[src/rtl/alu_seq_pkg.sv]
// Shared definitions for the EX-stage ALU sequencer: ex codes, ALU opcodes, FSM states.
// Latency: n/a (package only).
// Backpressure: n/a (package only).
package alu_seq_pkg;

    // ex operation codes as delivered by ID/EX
    localparam logic [2:0] EX_ADD   = 3'd0;
    localparam logic [2:0] EX_SUB   = 3'd1;
    localparam logic [2:0] EX_AND   = 3'd2;
    localparam logic [2:0] EX_OR    = 3'd3;
    localparam logic [2:0] EX_ADD_I = 3'd4;
    localparam logic [2:0] EX_SLT_I = 3'd5;
    localparam logic [2:0] EX_OR_I  = 3'd6;
    localparam logic [2:0] EX_XOR_I = 3'd7;

    // opcodes understood by the shared combinational ALU
    localparam logic [2:0] ALU_ADD = 3'b000;
    localparam logic [2:0] ALU_SUB = 3'b001;
    localparam logic [2:0] ALU_AND = 3'b010;
    localparam logic [2:0] ALU_OR  = 3'b011;
    localparam logic [2:0] ALU_XOR = 3'b100;
    localparam logic [2:0] ALU_SLT = 3'b101;

    typedef enum logic [1:0] {
        ST_IDLE = 2'd0,
        ST_EXEC = 2'd1,
        ST_MUL  = 2'd2,
        ST_DONE = 2'd3
    } state_t;

endpackage

[src/rtl/alu_op_dec.sv]
// Maps a 3-bit ex code onto the ALU opcode; also used by the forwarding logic.
// Latency: combinational, zero cycles.
// Backpressure: none; pure function of ex.
// Ports: ex (in, 3) operation code; alu_op (out, 3) ALU opcode.
module alu_op_dec
    import alu_seq_pkg::*;
(
    input  logic [2:0] ex,
    output logic [2:0] alu_op
);

    always_comb begin
        alu_op = ALU_ADD;
        case (ex)
            EX_ADD,
            EX_ADD_I: alu_op = ALU_ADD;
            EX_SUB:   alu_op = ALU_SUB;
            EX_AND:   alu_op = ALU_AND;
            EX_OR,
            EX_OR_I:  alu_op = ALU_OR;
            EX_XOR_I: alu_op = ALU_XOR;
            EX_SLT_I: alu_op = ALU_SLT;
            default:  alu_op = ALU_ADD;
        endcase
    end

endmodule

[src/rtl/alu_seq_ctrl.sv]
// EX-stage sequencer: drives the shared ALU for single ops, runs shift-add for MUL.
// Latency: 2 cycles for ALU ops, WIDTH+1 cycles for MUL (1 cycle when MUL is not built).
// Backpressure: one op in flight; in_ready low until DONE is consumed by out_ready or flushed.
// Build option: define ALU_SEQ_MUL_EN to build the multiplier; otherwise is_mul returns err=1, result=0.
// Ports: clk/rst_n; in_valid/in_ready/ex/is_mul/a/b from ID/EX; flush; alu_op/alu_a/alu_b/alu_res
//        to/from the ALU; out_valid/out_ready/result/err to EX/MEM; busy to the hazard unit.
module alu_seq_ctrl
    import alu_seq_pkg::*;
#(
    parameter int WIDTH = 32,
    parameter int CNT_W = 6
) (
    input  logic             clk,
    input  logic             rst_n,
    input  logic             in_valid,
    output logic             in_ready,
    input  logic [2:0]       ex,
    input  logic             is_mul,
    input  logic [WIDTH-1:0] a,
    input  logic [WIDTH-1:0] b,
    input  logic             flush,
    output logic [2:0]       alu_op,
    output logic [WIDTH-1:0] alu_a,
    output logic [WIDTH-1:0] alu_b,
    input  logic [WIDTH-1:0] alu_res,
    output logic             out_valid,
    input  logic             out_ready,
    output logic [WIDTH-1:0] result,
    output logic             err,
    output logic             busy
);

    state_t           state_q, state_d;
    logic [2:0]       alu_op_q, alu_op_d;
    logic [WIDTH-1:0] alu_a_q, alu_a_d;
    logic [WIDTH-1:0] alu_b_q, alu_b_d;
    logic [WIDTH-1:0] result_q, result_d;
    logic             err_q, err_d;
    logic [2:0]       dec_op;

    alu_op_dec u_dec (
        .ex     (ex),
        .alu_op (dec_op)
    );

`ifdef ALU_SEQ_MUL_EN
    localparam logic [CNT_W-1:0] LAST_ITER = CNT_W'(WIDTH - 1);

    logic [WIDTH-1:0] acc_q, acc_d;
    logic [WIDTH-1:0] mc_q, mc_d;
    logic [WIDTH-1:0] mp_q, mp_d;
    logic [CNT_W-1:0] cnt_q, cnt_d;
    logic [WIDTH-1:0] acc_sum;

    // accumulator after this cycle's partial product; also the final product on the last step
    assign acc_sum = mp_q[0] ? (acc_q + mc_q) : acc_q;
`endif

    always_comb begin
        state_d  = state_q;
        alu_op_d = alu_op_q;
        alu_a_d  = alu_a_q;
        alu_b_d  = alu_b_q;
        result_d = result_q;
        err_d    = err_q;
`ifdef ALU_SEQ_MUL_EN
        acc_d    = acc_q;
        mc_d     = mc_q;
        mp_d     = mp_q;
        cnt_d    = cnt_q;
`endif
        case (state_q)
            ST_IDLE: begin
                // flush wins over a simultaneous offer, which is then not taken
                if (!flush && in_valid) begin
                    alu_a_d = a;
                    alu_b_d = b;
                    err_d   = 1'b0;
                    if (is_mul) begin
`ifdef ALU_SEQ_MUL_EN
                        acc_d   = '0;
                        mc_d    = a;
                        mp_d    = b;
                        cnt_d   = '0;
                        state_d = ST_MUL;
`else
                        result_d = '0;
                        err_d    = 1'b1;
                        state_d  = ST_DONE;
`endif
                    end else begin
                        alu_op_d = dec_op;
                        state_d  = ST_EXEC;
                    end
                end
            end
            ST_EXEC: begin
                if (flush) begin
                    state_d = ST_IDLE;
                end else begin
                    result_d = alu_res;
                    state_d  = ST_DONE;
                end
            end
            ST_MUL: begin
`ifdef ALU_SEQ_MUL_EN
                if (flush) begin
                    state_d = ST_IDLE;
                end else begin
                    acc_d = acc_sum;
                    mc_d  = mc_q << 1;
                    mp_d  = mp_q >> 1;
                    cnt_d = cnt_q + 1'b1;
                    if (cnt_q == LAST_ITER) begin
                        result_d = acc_sum;
                        state_d  = ST_DONE;
                    end
                end
`else
                // unreachable without the multiplier; recover to IDLE
                state_d = ST_IDLE;
`endif
            end
            ST_DONE: begin
                if (flush || out_ready) begin
                    state_d = ST_IDLE;
                end
            end
            default: state_d = ST_IDLE;
        endcase
    end

    always_ff @(posedge clk or negedge rst_n) begin
        if (!rst_n) begin
            state_q  <= ST_IDLE;
            alu_op_q <= ALU_ADD;
            alu_a_q  <= '0;
            alu_b_q  <= '0;
            result_q <= '0;
            err_q    <= 1'b0;
`ifdef ALU_SEQ_MUL_EN
            acc_q    <= '0;
            mc_q     <= '0;
            mp_q     <= '0;
            cnt_q    <= '0;
`endif
        end else begin
            state_q  <= state_d;
            alu_op_q <= alu_op_d;
            alu_a_q  <= alu_a_d;
            alu_b_q  <= alu_b_d;
            result_q <= result_d;
            err_q    <= err_d;
`ifdef ALU_SEQ_MUL_EN
            acc_q    <= acc_d;
            mc_q     <= mc_d;
            mp_q     <= mp_d;
            cnt_q    <= cnt_d;
`endif
        end
    end

    assign in_ready  = (state_q == ST_IDLE);
    assign busy      = (state_q != ST_IDLE);
    assign out_valid = (state_q == ST_DONE);
    assign alu_op    = alu_op_q;
    assign alu_a     = alu_a_q;
    assign alu_b     = alu_b_q;
    assign result    = result_q;
    assign err       = err_q;

endmodule

[config.mk]
export PLATFORM = sky130hd
export DESIGN_NAME = alu_seq_ctrl
export DESIGN_NICKNAME = d
export VERILOG_FILES = /design/src/rtl/alu_seq_pkg.sv /design/src/rtl/alu_op_dec.sv /design/src/rtl/alu_seq_ctrl.sv
export SDC_FILE = /design/constraint.sdc
export NUM_CORES = 1
export LEC_CHECK = 0
export CAP_MARGIN = 20
export CORE_ASPECT_RATIO = 0.5
export CORE_UTILIZATION = 36
export CTS_CLUSTER_SIZE = 40
export DETAILED_ROUTE_END_ITERATION = 10
export PLACE_DENSITY = 0.76
export SYNTH_ARGS = -nofsm -noshare
export SYNTH_HDL_FRONTEND = slang
export SYNTH_SLANG_ARGS = --single-unit
[constraint.sdc]
create_clock -name clk -period 1.45 [get_ports clk]
set_input_delay 0.2175 -clock clk [delete_from_list [all_inputs] [get_ports clk]]
set_output_delay 0.2175 -clock clk [all_outputs]
set_load 0.02 [all_outputs]
==> results of run 1 <==
==> power by group <==
part / switching, mW / total, mW / internal, mW / leakage, nW
clock: 1.06 / 2.50 / 1.44 / 0.149
combinational: 1.57 / 2.79 / 1.22 / 2.23
sequential: 0.296 / 3.71 / 3.42 / 1.29
==> routing by layer <==
| layer | wire length [microns] | vias to the layer above | track usage (%) |
|---|---|---|---|
| met5 | 0 | - | 0 |
| met4 | 401 | 0 | 9.08 |
| met3 | 470 | 33 | 4.92 |
| met1 | 4910 | 1717 | 23.9 |
| met2 | 6360 | 95 | 38.2 |
| li1 | - | 1738 | - |
==> placed cells by master, fill, tap and decap left out, types with 2 or more instances in the layout <==
| cell type | netlist | layout |
|---|---|---|
| clkbuf_8 | 0 | 2 |
| clkdlybuf4s50_1 | 0 | 103 |
| dfrtp_1 | 102 | 102 |
| nand2_1 | 196 | 194 |
| inv_1 | 4 | 4 |
| nor3b_1 | 31 | 31 |
| dlygate4sd2_1 | 0 | 100 |
| a21oi_1 | 2 | 2 |
| buf_12 | 0 | 5 |
| a21o_1 | 32 | 31 |
| buf_16 | 0 | 3 |
| nand2b_4 | 0 | 2 |
| buf_4 | 0 | 11 |
| clkbuf_16 | 0 | 11 |
| buf_6 | 4 | 5 |
| nand2_2 | 0 | 2 |
| clkinv_4 | 0 | 2 |
| o21ai_2 | 0 | 2 |
| mux2i_1 | 2 | 2 |
==> worst register-to-register path: cells and delay by family (launching register included) <==
family,cells,cell delay [ps]
DFF,1,410
buffers and inverters,2,300
AOI/OAI and AO/OA,2,480
and+or+nand+nor,1,190
==> cell type report <==
class / count / area [sq um] / share of cell area [%]
Sequential cell: 102 / 2550 / 37.7
Timing Repair Buffer: 232 / 2310 / 34.1
Multi-Input combinational cell: 279 / 1410 / 20.8
Clock buffer: 12 / 256 / 3.79
Tap cell: 140 / 175 / 2.59
Clock inverter: 4 / 55.1 / 0.813
Inverter: 4 / 15.0 / 0.222
==> path summary, 6_finish.rpt <==
path                            start          to  slack, ps  cells after the start
max                        state_q[1]  result[30]        -50                      5
min                             rst_n  result[14]        280                      2
max reg2reg                state_q[1]  result[30]        -50                      5
min reg2reg                 alu_b[22]   alu_b[22]        460                      2
max in group asynchronous       rst_n   alu_a[15]        650                      3
min in group clk                a[30]   alu_a[30]        400                      3
==> cell families after synthesis <==
kind of cell | Yosys count | share of synthesized area (%)
and+or+nand+nor | 235 | 25.2
DFF | 102 | 62.8
AOI/OAI and AO/OA | 40 | 7.08
buffers and inverters | 30 | 3.85
muxes | 3 | 0.769
adders and majority gates | 1 | 0.308
==> state kept, by name, summed over array words and instances, names as in the netlist <==
register,flops
alu_a,32
alu_b,32
alu_op,3
err,1
result,32
state_q,2
==> what timing repair did <==
item,CTS,global route
resized for setup,119,16
hold buffers,1,0
cloned,2,2
buffers inserted,0,1
setup endpoints to repair,201,103
pin swaps,6,31
endpoints found under the hold margin,14,0
==> stage by stage <==
stage               instance area, sq um  std cells  TNS (ps)  util (%)  worst slack, ps
floorplan                           4070        411     -1370         -            -42.2
CTS                                 6660        770      -409      63.0            -49.3
global route                        6770        773     -7150      64.1             -114
detailed placement                  6390        751    -38200      60.5             -480
finish                              6770        773      -835      64.1            -47.6
global placement                    6390        751    -37110      60.5             -454
==> run summary, run 1 <==
The flow ran to the end, but the final reports show violations. The checks that failed: DRC, setup timing. The static leakage came out at 3.67 nW. The power density of the placed cells is 1330 mW/mm^2. After detailed routing, the number of vias per cell comes to around 4.6.

The number of CTS-inserted buffers came out at 9. The critical path's largest stage delay came out at 410 ps. Counting every net in the synthesized netlist gives approximately 520. The kind of launch point of the worst setup path is a flip-flop. The clock period minus worst slack is 1500 ps. The initial utilization of the core area, before any placement, comes to just under 40%.

The wire length of the first global-routing pass came out at 19400 microns. The number of top-level design ports is 208. The global-route total usage across every layer came out at 21.0%. The sum of internal, switching and leakage power came out at about 9.0 mW.

The pre-antenna-repair detailed-routing pass consisted of 7 iterations. The class of the tightest hold or removal check is input port to asynchronous set/reset pin. The detail route stage leaves a number of antenna-violating nets equal to 0.

Summed over all instances, the cell type with the most area after synthesis is dfrtp_1. The maximum fanout encountered on the critical timing path came out at 8. The worst-case clock buffer depth is 2. STA puts the critical path data required time at 1680 ps. Setup slack on the critical path of the routed design comes to -47.6 ps. Among all stages on the critical path, the largest delay is contributed by dfrtp_1.

The via count of the first global-routing pass is 3775. Clock tree synthesis selected as its root buffer the cell clkbuf_16. The deepest level of the CTS H-tree came out at 3. The mean cell area of the mapped netlist came out at a little under 10 sq um. The initial DRC count is 209.

The synthesized netlist occupies a cell area of between 0.004 and 0.005 sq mm. The final global-route overflow total is 0. The gate count of the mapped netlist came out at 411. The die outline height came out at 77.2 microns.

In this run the tool buffered the top-level ports with 207 buffer cells. The number of flops mapped to enable cells by yosys came out at 0. After legalization and detailed placement, the total HPWL measured 8150 microns.

Across all layers, the routed design uses 3583 vias. Compared with the post-synthesis result, the final layout area differs by 66.6%. For this run, the leading register cell type out of synthesis is dfrtp_1. The count of filler cells inserted in the layout is 897. The transition time at the pin with the least slew margin is 273 ps. The number of antenna violations at the first check in global routing came out at 0. The signal on the critical path passes through buf_6 -> nand3b_1 -> a21o_4 -> buf_12 -> a32o_1. The floorplan step defined a core boundary enclosing 0.0106 sq mm. The worst hold slack across all endpoints came out at between 200 and 300 ps. The critical path arrival came out at 1730 ps. The routability congestion estimate from global placement came out at 0.747. Setup repair after global routing could not meet its margin everywhere. By area the synthesized netlist is led by dfrtp_1 (63%), nand2_1 (18%), a21o_1 (5.9%). The clock slew at the register clock pins of the worst setup and hold paths is 70 ps. Max-cap violations in this run came to 0.

The family with the most delay on the worst path is compound AO/OA/AOI/OAI gates. The floorplan step set the die width to about 150 microns. The residual DRC count came out at 7. The maximum vdd drop came out at 0.712 mV. The number of standard-cell rows in the floorplan came out at 26. Counting both buffers and inverters, the worst setup path holds a total of 2.

Dividing the detail-routed wire length by the instance count gives 15.7 microns. TritonCTS built the clock tree. The area of the die came out at 0.0118 sq mm. The final routed wirelength across all metal layers is 12100 microns.

Based on the critical path, the design can be clocked at up to approximately 670 MHz. Setup violations remaining at the end of the flow were counted as 73. The area share of the leading cell type in the synthesized netlist came out at 62.8%. Yosys instantiated no cell more often than nand2_1. The number of clock sinks came out at around 100. The number of hold violations in the final report came out at 0. The count of antenna diodes in the layout is 0. STA classifies the critical path endpoint as a flip-flop. The share of the Yosys chip area taken by registers is about 63%. In the synthesized netlist the async set-or-reset flop fraction comes to 100%. The critical path is of the flip-flop to flip-flop type. The number of synthesized register bits is 102. The insertion delay to the later sink of the worst-skew pair is 340 ps.

The worst path uses 103% of the clock period. By count the netlist is led by nand2_1 (196), dfrtp_1 (102), a21o_1 (32). The worst clock skew is 7.66 ps. In this run, distinct cell masters in the synthesized netlist total 22.

The maximum number of pins on one net before global-route repair is 56. The final layout contains 734 nets. The max-slew violation count is 0. Yosys printed 0 warnings. The relative max-transition margin came out at 81.9%.

In the final layout, the share of cells above drive strength 1 is about 8.5%.
No activity file was read; power rests on OpenSTA's default activity.
==> inputs of run 2 (changes only) <==
--- a/config.mk
+++ b/config.mk
@@ -14,3 +14,4 @@
 export SYNTH_ARGS = -nofsm -noshare
 export SYNTH_HDL_FRONTEND = slang
 export SYNTH_SLANG_ARGS = --single-unit
+export TNS_END_PERCENT = 20
==> run 2 against run 1 <==
Utilization grew 1.3 points. Via count grew 1.6%. Critical path type unchanged. Count of clock-buffer cells in the layout decreased by 1. Design area rose by 2.0%. Power increased by 3.4%. Clock skew decreased by 2.2 ps. Largest power group unchanged. The flow still finishes with violations (DRC, setup timing). Sequential cell count stayed put.
==> run summary, run 2 (synthesis results as in run 1) <==
The clock slew at the register clock pins of the worst setup and hold paths came out at 70 ps. The CTS tree is yes. The top cell types in the final layout, fill and taps aside, are nand2_1 (175), clkdlybuf4s50_1 (103), dfrtp_1 (102).

The number of standard-cell rows in the floorplan is 26. The count of nets after finishing is 739. Clock tree synthesis selected as its root buffer the cell clkbuf_16. The reg-to-reg startpoint is state_q[0].

The critical path arrival is ~1900 ps. The max-slew violation count is 0. The width of the die is ~150 microns. The final HPWL from detailed placement is 8450 microns. The final routed wirelength across all metal layers is approximately 12000 microns. Dividing the detail-routed wire length by the instance count gives 15.9 microns. The number of vias per cell after detailed routing is 4.69.

The number of nets still failing antenna checks after routing came out at 0. Cells with a size suffix above 1 make up between 10% and 20% of the layout. The class of the tightest hold or removal check is input port to asynchronous set/reset pin.

The insertion delay to the later sink of the worst-skew pair came out at ~340 ps. The maximum fanout encountered on the critical timing path came out at 5. The maximum number of pins on one net before global-route repair is 50. The wire length of the first global-routing pass is 20000 microns. The residual DRC count came out at 7. The critical path is of the flip-flop to flip-flop type.

The final worst slack came out at -223 ps. The worst clock skew is between 5 and 6 ps. The sequential group share of total power is 40.1%. The net switching fraction of the power is 31.3%. The core area is 0.0106 sq mm. Summing all non-filler instances in the final layout gives an area of 0.00691 sq mm. In this run the power spent charging and discharging nets is 2.91 mW. The placement-stage cell area came out at approximately 0.0064 sq mm. The routed design could run at a clock period as short as about 1700 ps.

The flow ran to the end, but the final reports show violations. The count of antenna diodes in the layout is 0. The number of cells on the worst reg-to-reg path is 6. The power density of the placed cells is 1350 mW/mm^2.

Global routing used a little over a fifth of the available tracks. The number of port buffers came out at 207. Setup repair after global routing could not meet its margin everywhere.

The power share of the combinational group came out at 30.5%. The number of antenna violations at the first check in global routing is 0. In this run the critical register-to-register path is captured at alu_a[28]. The area of the die is about 0.012 sq mm.

The starting utilization of the core area is 38.5%. CTS built an H-tree with a depth of 3. At the pin with the least slew margin, the transition time is 320 ps. The number of hold violations in the final report is 0. The first routing iteration left around 190 violations. Adding up every negative setup slack in the final design gives -12560 ps. Internal power comes to 6.40 mW. Before antenna repair, the detailed router went through 7 iterations. VDD sags by at most 0.687 mV. The worst path uses 115% of the clock period. The layout overhead on the synthesized area is 69.9%.

Max-cap violations in this run came to 0. In this run the tightest slew margin relative to its limit is 78.6%. The static leakage came out at 3.72 nW. The maximum clock rate came out at 598 MHz. The number of top-level design ports came out at around 210.

In this run the register-to-register setup slack is -220 ps. The clock net in this run drives a total of 102 sinks. The via count of the first global-routing pass came to between 3000 and 4000. The kind of launch point of the worst setup path is a flip-flop. The worst-case clock buffer depth is 2. The library cell used most frequently in the layout, excluding fill and tap cells, is nand2_1. In this run, CTS created clock tree buffers numbering 9. The count of placed standard cells including taps came out at 753. The worst setup path is captured at a flip-flop.

The non-filler instance count after layout came out at roughly 800. The relative contribution of the clock network to total power came out at between 20 and 30%. STA puts the critical path data required time at 1670 ps. The final global-route overflow total is 0. The routability congestion estimate from global placement came out at 0.767. The number of vias after detailed routing came out at 3641.

The final reports fail on DRC, setup timing. The final setup violation count is 71. At the end of the flow the core is filled with cells to between 60% and 70%. The die outline height came out at 77.2 microns.
[run 2: what timing repair did]
| item | 4_1_cts | 5_1_grt |
|---|---|---|
| cloned | 3 | 1 |
| hold buffers | 1 | 0 |
| setup endpoints to repair | 172 | 102 |
| buffers inserted | 1 | 3 |
| resized for setup | 128 | 28 |
| pin swaps | 5 | 34 |
| endpoints found under the hold margin | 16 | 0 |
[run 2: worst max-delay path by stage]
| stage | start | endpoint | slack (ps) |
|---|---|---|---|
| 6_report | state_q[0] | alu_a[28] | -220 |
| 5_1_grt | state_q[0] | err | -280 |
| 4_1_cts | state_q[0] | alu_a[5] | -200 |
| 3_5_place_dp | flush | alu_a[7] | -470 |
| 3_3_place_gp | flush | err | -460 |
| 2_1_floorplan | state_q[1] | alu_a[0] | -40 |
[run 2: layer usage]
metal	global-route usage, %	vias up	part of all wire [%]
met4	9.69	0	3.0
met2	37.9	100	52
met1	25.6	1754	41
li1	-	1756	-
met3	4.86	31	4.0
met5	0	-	0
[run 2: metrics by stage]
stage | hold slack [ps] | total power [mW] | setup WS [ps]
after floorplan | -78.1 | 5.10 | -42.2
after CTS | 294 | 9.33 | -198
final | 296 | 9.32 | -223
after global routing | 326 | 9.75 | -277
after detailed placement | 113 | 6.91 | -475
after global placement | 112 | 6.84 | -459
[run 2: power groups by stage]
| stage | combinational [mW] | clock (mW) | sequential, mW |
|---|---|---|---|
| after global routing | 3.03 | 2.90 | 3.82 |
| after floorplan | 0.617 | 0 | 4.48 |
| after CTS | 2.81 | 2.80 | 3.72 |
| final | 2.84 | 2.74 | 3.74 |
| after global placement | 3.08 | 0 | 3.76 |
| after detailed placement | 3.13 | 0 | 3.78 |
[run 2: critical path, stage by stage (launching register included)]
cell and delay [ps]:
dfrtp_1 410, buf_6 120, or4b_4 570, buf_4 180
buf_16 120, nand2_1 80, nand2_1 70
[run 2: area by class of cell]
type | instances | area (sq um)
timing repair buffer | 237 | 2390
tap | 140 | 175
clock inverter | 4 | 95.1
inverter | 4 | 15.0
fill | 839 | 3660
multi-input combinational | 279 | 1440
clock buffer | 11 | 243
sequential | 102 | 2550
==> patch 1, RTL diff (settings of run 2) <==
`WIDTH`: 32 -> 64.
--- a/src/rtl/alu_seq_ctrl.sv
+++ b/src/rtl/alu_seq_ctrl.sv
@@ -7,7 +7,7 @@
 module alu_seq_ctrl
     import alu_seq_pkg::*;
 #(
-    parameter int WIDTH = 32,
+    parameter int WIDTH = 64,
     parameter int CNT_W = 6
 ) (
     input  logic             clk,
Ports: changed (6 resized); port bits go from 208 to 400. No check against the original RTL was run, so the function may have changed too.
==> patch 1 against run 2 <==
  * The flow finishes with violations (negative setup slack)
  * Largest power group unchanged
  * Highest routed layer unchanged
  * Worst hold slack lost 0.030 ns
  * Sequential power grew 94%
  * Setup slack lost 0.012 ns
  * Area after synthesis grew 93%
  * Critical path depth grew 1
  * Total power grew 90%
  * Critical path type unchanged
  * Global-route usage grew 0.43 points
  * Routed wire length grew 110%
  * Combinational power grew 92%
  * Sequential cell count grew 96
  * Design area grew 89%
==> patch 1: results (changes against run 2) <==
Status
  – Result of the run: finished with violations (unchanged)
  – Violated checks: negative setup slack (was design-rule violations, negative setup slack)

Power
  – Switching share of power: 0.3282 (was 0.3129)
  – Static Leak: 7.072 nW (was 3.720 nW)

Cells and area
  – Fill cell count: 1752 (was 839)
  – Final net count: 1410 (was 739)
  – Fraction of layout cells with a size suffix above 1: 0.08927 (was 0.1162)

Clock tree
  – Clock latency at the later pin of the worst-skew pair: 0.44 ns (was 0.34 ns)

Setup path
  – Number of cells traversed by the worst register-to-register path: 7 (was 6)
  – Worst Path Arrival: 2.01 ns (was 1.89 ns)
  – Crit Path Max Fanout: 4 (was 5)

Timing
  – Setup slack of the critical path after layout: -0.2348 ns (was -0.2229 ns)
  – Setup violation total in the final timing report: 199 (was 71)
  – Worst clock skew on the final layout: 0.009690 ns (was 0.005507 ns)

Synthesis
  – Post-synthesis mux area share: 0.002717 (was 0.007692)
  – Net count after synthesis: 991 (was 517)
  – Adder-cell share of the synthesized area: 0.001598 (was 0.003077)
  – Fraction of the mapped netlist area in compound gates: 0.06744 (was 0.07077)
  – Post-synthesis sequential area ratio: 0.6329 (was 0.6277)

GRT
  – Global-route wire length before repair: 37.85 mm (was 19.98 mm)
  – Pin count of the biggest net entering global routing: 71 (was 50)

Route
  – DRT Pass-1 Iters: 4 (was 7)
  – Total wire length after detailed routing: 26.06 mm (was 12.34 mm)
  – Initial DRC count: 504 (was 192)

Placed design
  – Detail Placement HPWL: 18.06 mm (was 8.449 mm)
  – Final weighted congestion in routability-driven placement: 0.8628 (was 0.7670)
  – Buffers added on ports: 399 (was 207)
  – Dpl cell area: 12280 µm² (was 6421 µm²)
## patch 1: cell types whose count changed after synthesis, sizes merged, moves of 2 or more
| cell | before | now |
|---|---|---|
| nand2 | 196 | 388 |
| dfrtp | 102 | 198 |
| nor3b | 31 | 64 |
| clkbuf | 10 | 14 |
| buf | 16 | 37 |
| inv | 4 | 2 |
| a21o | 32 | 65 |
## patch 1: routing by layer
layer	wire (µm)	GRT usage
met1	10730	0.2616
met2	13380	0.3925
met3	1229	0.04609
met4	724	0.08644
met5	0	0
## patch 1: final cells by class
class                   instances  area share
inverters                       2   0.0005737
repair buffers                451      0.3428
flip-flops and latches        198      0.3786
well taps                     292     0.02792
clock buffers                  20     0.03413
clock inverters                12     0.01348
multi-input cells             538      0.2025
## patch 1: power groups by stage
stage | clock, W | sequential, W | combinational (W)
finish | 0.00505 | 0.00724 | 0.00544
global route | 0.00540 | 0.00737 | 0.00578
CTS | 0.00515 | 0.00724 | 0.00532
detailed placement | 0 | 0.00737 | 0.00607
global placement | 0 | 0.00732 | 0.00598
floorplan | 0 | 0.00871 | 0.00119
## patch 1: worst max-delay path, stage by stage (launching register included)
cell and delay, ns:
sky130_fd_sc_hd__dfrtp_1 0.42, sky130_fd_sc_hd__buf_6 0.13, sky130_fd_sc_hd__buf_4 0.14, sky130_fd_sc_hd__nor4b_4 0.28, sky130_fd_sc_hd__buf_6 0.18, sky130_fd_sc_hd__buf_6 0.11
sky130_fd_sc_hd__nand2b_4 0.05, sky130_fd_sc_hd__mux2_2 0.26
## patch 1: what timing repair did
item / in CTS / in global routing
resized for setup: 223 / 37
endpoints found under the hold margin: 34 / 0
hold buffers: 1 / 0
gates cloned: 0 / 13
setup buffers: 1 / 3
pin swaps: 38 / 8
endpoints found under the setup margin: 394 / 203
## patch 1: path summary, 6_finish.rpt
| path | from | endpoint |
|---|---|---|
| setup / recovery | state_q[1]$_DFFE_PN0P_ | alu_op[0]$_DFFE_PN0P_ |
| hold / removal | rst_n | alu_a[15]$_DFFE_PN0P_ |
| setup reg to reg | state_q[1]$_DFFE_PN0P_ | alu_op[0]$_DFFE_PN0P_ |
| hold reg to reg | alu_a[31]$_DFFE_PN0P_ | alu_a[31]$_DFFE_PN0P_ |
| max in group asynchronous | rst_n | result[53]$_DFFE_PN0P_ |
| min in group clk | b[54] | alu_b[54]$_DFFE_PN0P_ |
## patch 1: per-stage QoR
stage | cells | hold WS, ns | utilization | TNS (ns)
2_1_floorplan | 789 | -0.07809 | - | -7.696
3_3_place_gp | 1463 | 0.1806 | 0.5867 | -44.85
3_5_place_dp | 1463 | 0.1811 | 0.5867 | -47.40
4_1_cts | 1497 | 0.2721 | 0.6075 | -30.32
5_1_grt | 1513 | 0.2784 | 0.6254 | -46.65
6_report | 1513 | 0.2661 | 0.6254 | -34.97
==> patch 2, RTL diff (flow settings as in run 2) <==
Without the edit above. Register the output `err` once more, with the module's reset; this adds one clock of latency there. The other outputs are not delayed to match.
--- a/src/rtl/alu_seq_ctrl.sv
+++ b/src/rtl/alu_seq_ctrl.sv
@@ -167,7 +167,13 @@
     assign alu_a     = alu_a_q;
     assign alu_b     = alu_b_q;
     assign result    = result_q;
-    assign err       = err_q;
+    always_ff @(posedge clk or negedge rst_n) begin
+        if (!rst_n) begin
+            err <= '0;
+        end else begin
+            err <= err_q;
+        end
+    end
 
 endmodule
 
Behaviour: not the same (a bounded check fails within 4 cycles, from zero or initial values and one cycle with rst_n low).
==> patch 2 against run 2 <==
  * The flow finishes with violations (negative setup slack)
  * Sequential cell count grew 1
  * Routed wire length shrank 9.3%
  * Die area grew 0.61%
  * Count of clock-buffer cells in the layout grew 2
  * Critical path depth shrank 1
  * Total power shrank 6.9%
  * Sequential power is essentially flat
  * Design area shrank 4.4%
  * Global-route usage shrank 1.8 points
  * Area after synthesis grew 0.62%
  * First-iteration DRC count is the same
  * Final cell count shrank 0.39%
  * Setup slack gained 0.11 ns
  * Largest power group unchanged
==> patch 2: results (changes against run 2) <==
Cells and area
  – Non-CTS buffers: 229 (was 237)
  – Fraction of area in multi-input gates: 0.2107 (was 0.2083)
  – Final net count: 732 (was 739)
  – Register cell area after layout: 2577 µm² (was 2552 µm²)
  – Clock network area share: 0.04017 (was 0.04890)
  – Clkbuf count: 13 (was 11)
  – Non-clock buffering overhead in the final layout: 0.3290 (was 0.3459)
  – Fraction of layout cells with a size suffix above 1: 0.06836 (was 0.1162)
  – Fill cell count: 959 (was 839)
  – FFs & Latches: 103 (was 102)

GRT
  – Via count of the first global-routing pass: 3618 (was 3862)
  – Met1 layer usage reported by global route: 0.2263 (was 0.2558)
  – Grt met3 use: 0.04134 (was 0.04862)
  – All-layer global routing usage: 0.1978 (was 0.2160)
  – Global-route wire length before repair: 18.42 mm (was 19.98 mm)
  – Pin count of the biggest net entering global routing: 55 (was 50)
  – GR met2 Demand/Resource: 0.3693 (was 0.3788)

Setup path
  – Worst Path Arrival: 1.79 ns (was 1.89 ns)
  – Capture point of the worst path: alu_b[25]$_DFFE_PN0P_ (was alu_a[28]$_DFFE_PN0P_)
  – Number of cells traversed by the worst register-to-register path: 5 (was 6)
  – Max stage delay on crit path: 0.52 ns (was 0.57 ns)
  – Crit Path Max Fanout: 54 (was 5)

Route
  – DRT Pass-1 Iters: 9 (was 7)
  – Routed wire length per instance: 14.47 µm (was 15.88 µm)

Timing
  – Worst clock skew on the final layout: 0.004265 ns (was 0.005507 ns)
  – Setup violation total in the final timing report: 65 (was 71)
  – Rel. slew slack: 0.7608 (was 0.7856)
  – Setup slack of the critical path after layout: -0.1098 ns (was -0.2229 ns)

Synthesis
  – Area contributors post-synth: sky130_fd_sc_hd__dfrtp_1 63%, sky130_fd_sc_hd__nand2_1 18%, sky130_fd_sc_hd__a21o_1 5.9% (unchanged)
  – Share of the synthesized area in the top cell type: 0.6300 (was 0.6277)
  – Count of mapped cells out of synthesis: 412 (was 411)
  – Most frequent cells after synthesis: 196 x sky130_fd_sc_hd__nand2_1, 103 x sky130_fd_sc_hd__dfrtp_1, 32 x sky130_fd_sc_hd__a21o_1, 31 x sky130_fd_sc_hd__nor3b_1, 11 x sky130_fd_sc_hd__buf_2 (was 196 x sky130_fd_sc_hd__nand2_1, 102 x sky130_fd_sc_hd__dfrtp_1, 32 x sky130_fd_sc_hd__a21o_1, 31 x sky130_fd_sc_hd__nor3b_1, 11 x sky130_fd_sc_hd__buf_2)

Power
  – Peak supply drop: 0.6314 mV (was 0.6865 mV)
  – Clock-net power: 0.00225 W (was 0.00274 W)
  – Internal power consumption: 0.005855 W (was 0.006401 W)

Clock tree
  – Count of cells resized by post-cts repair: 119 (was 128)

Placed design
  – Dpl ws: -0.4839 ns (was -0.4746 ns)
  – Final weighted congestion in routability-driven placement: 0.7457 (was 0.7670)
  – Detail Placement HPWL: 8.053 mm (was 8.449 mm)
  – Post-Place Cells: 758 (was 753)

Status
  – Violated checks: negative setup slack (was design-rule violations, negative setup slack)
  – Result of the run: finished with violations (unchanged)

Floorplan
  – Num rows: 27 (was 26)
[patch 2: kinds of logic after synthesis]
family / after synthesis / synth area share
fa+ha+maj: 1 / 0.003058
buf+inv: 30 / 0.03822
compound gates: 40 / 0.07034
mux: 3 / 0.007645
simple gates: 235 / 0.2508
flops: 103 / 0.6300
[patch 2: stage by stage]
stage	hold slack [ns]	TNS (ns)	utilization	cell area, µm²	power (W)
2_1_floorplan	-0.07809	-1.391	-	4093	0.005132
3_3_place_gp	0.1615	-33.69	0.5829	6420	0.006854
3_5_place_dp	0.1637	-35.49	0.5829	6420	0.006914
4_1_cts	0.3424	-5.517	0.5988	6595	0.008754
5_1_grt	0.3651	-9.471	0.5995	6603	0.009127
6_report	0.3399	-5.850	0.5995	6603	0.008668
[patch 2: routing by layer]
| metal | vias to the layer above | routed length [µm] |
|---|---|---|
| met4 | 0 | 260 |
| li1 | 1735 | - |
| met2 | 76 | 5883 |
| met5 | - | 0 |
| met3 | 24 | 362 |
| met1 | 1702 | 4691 |
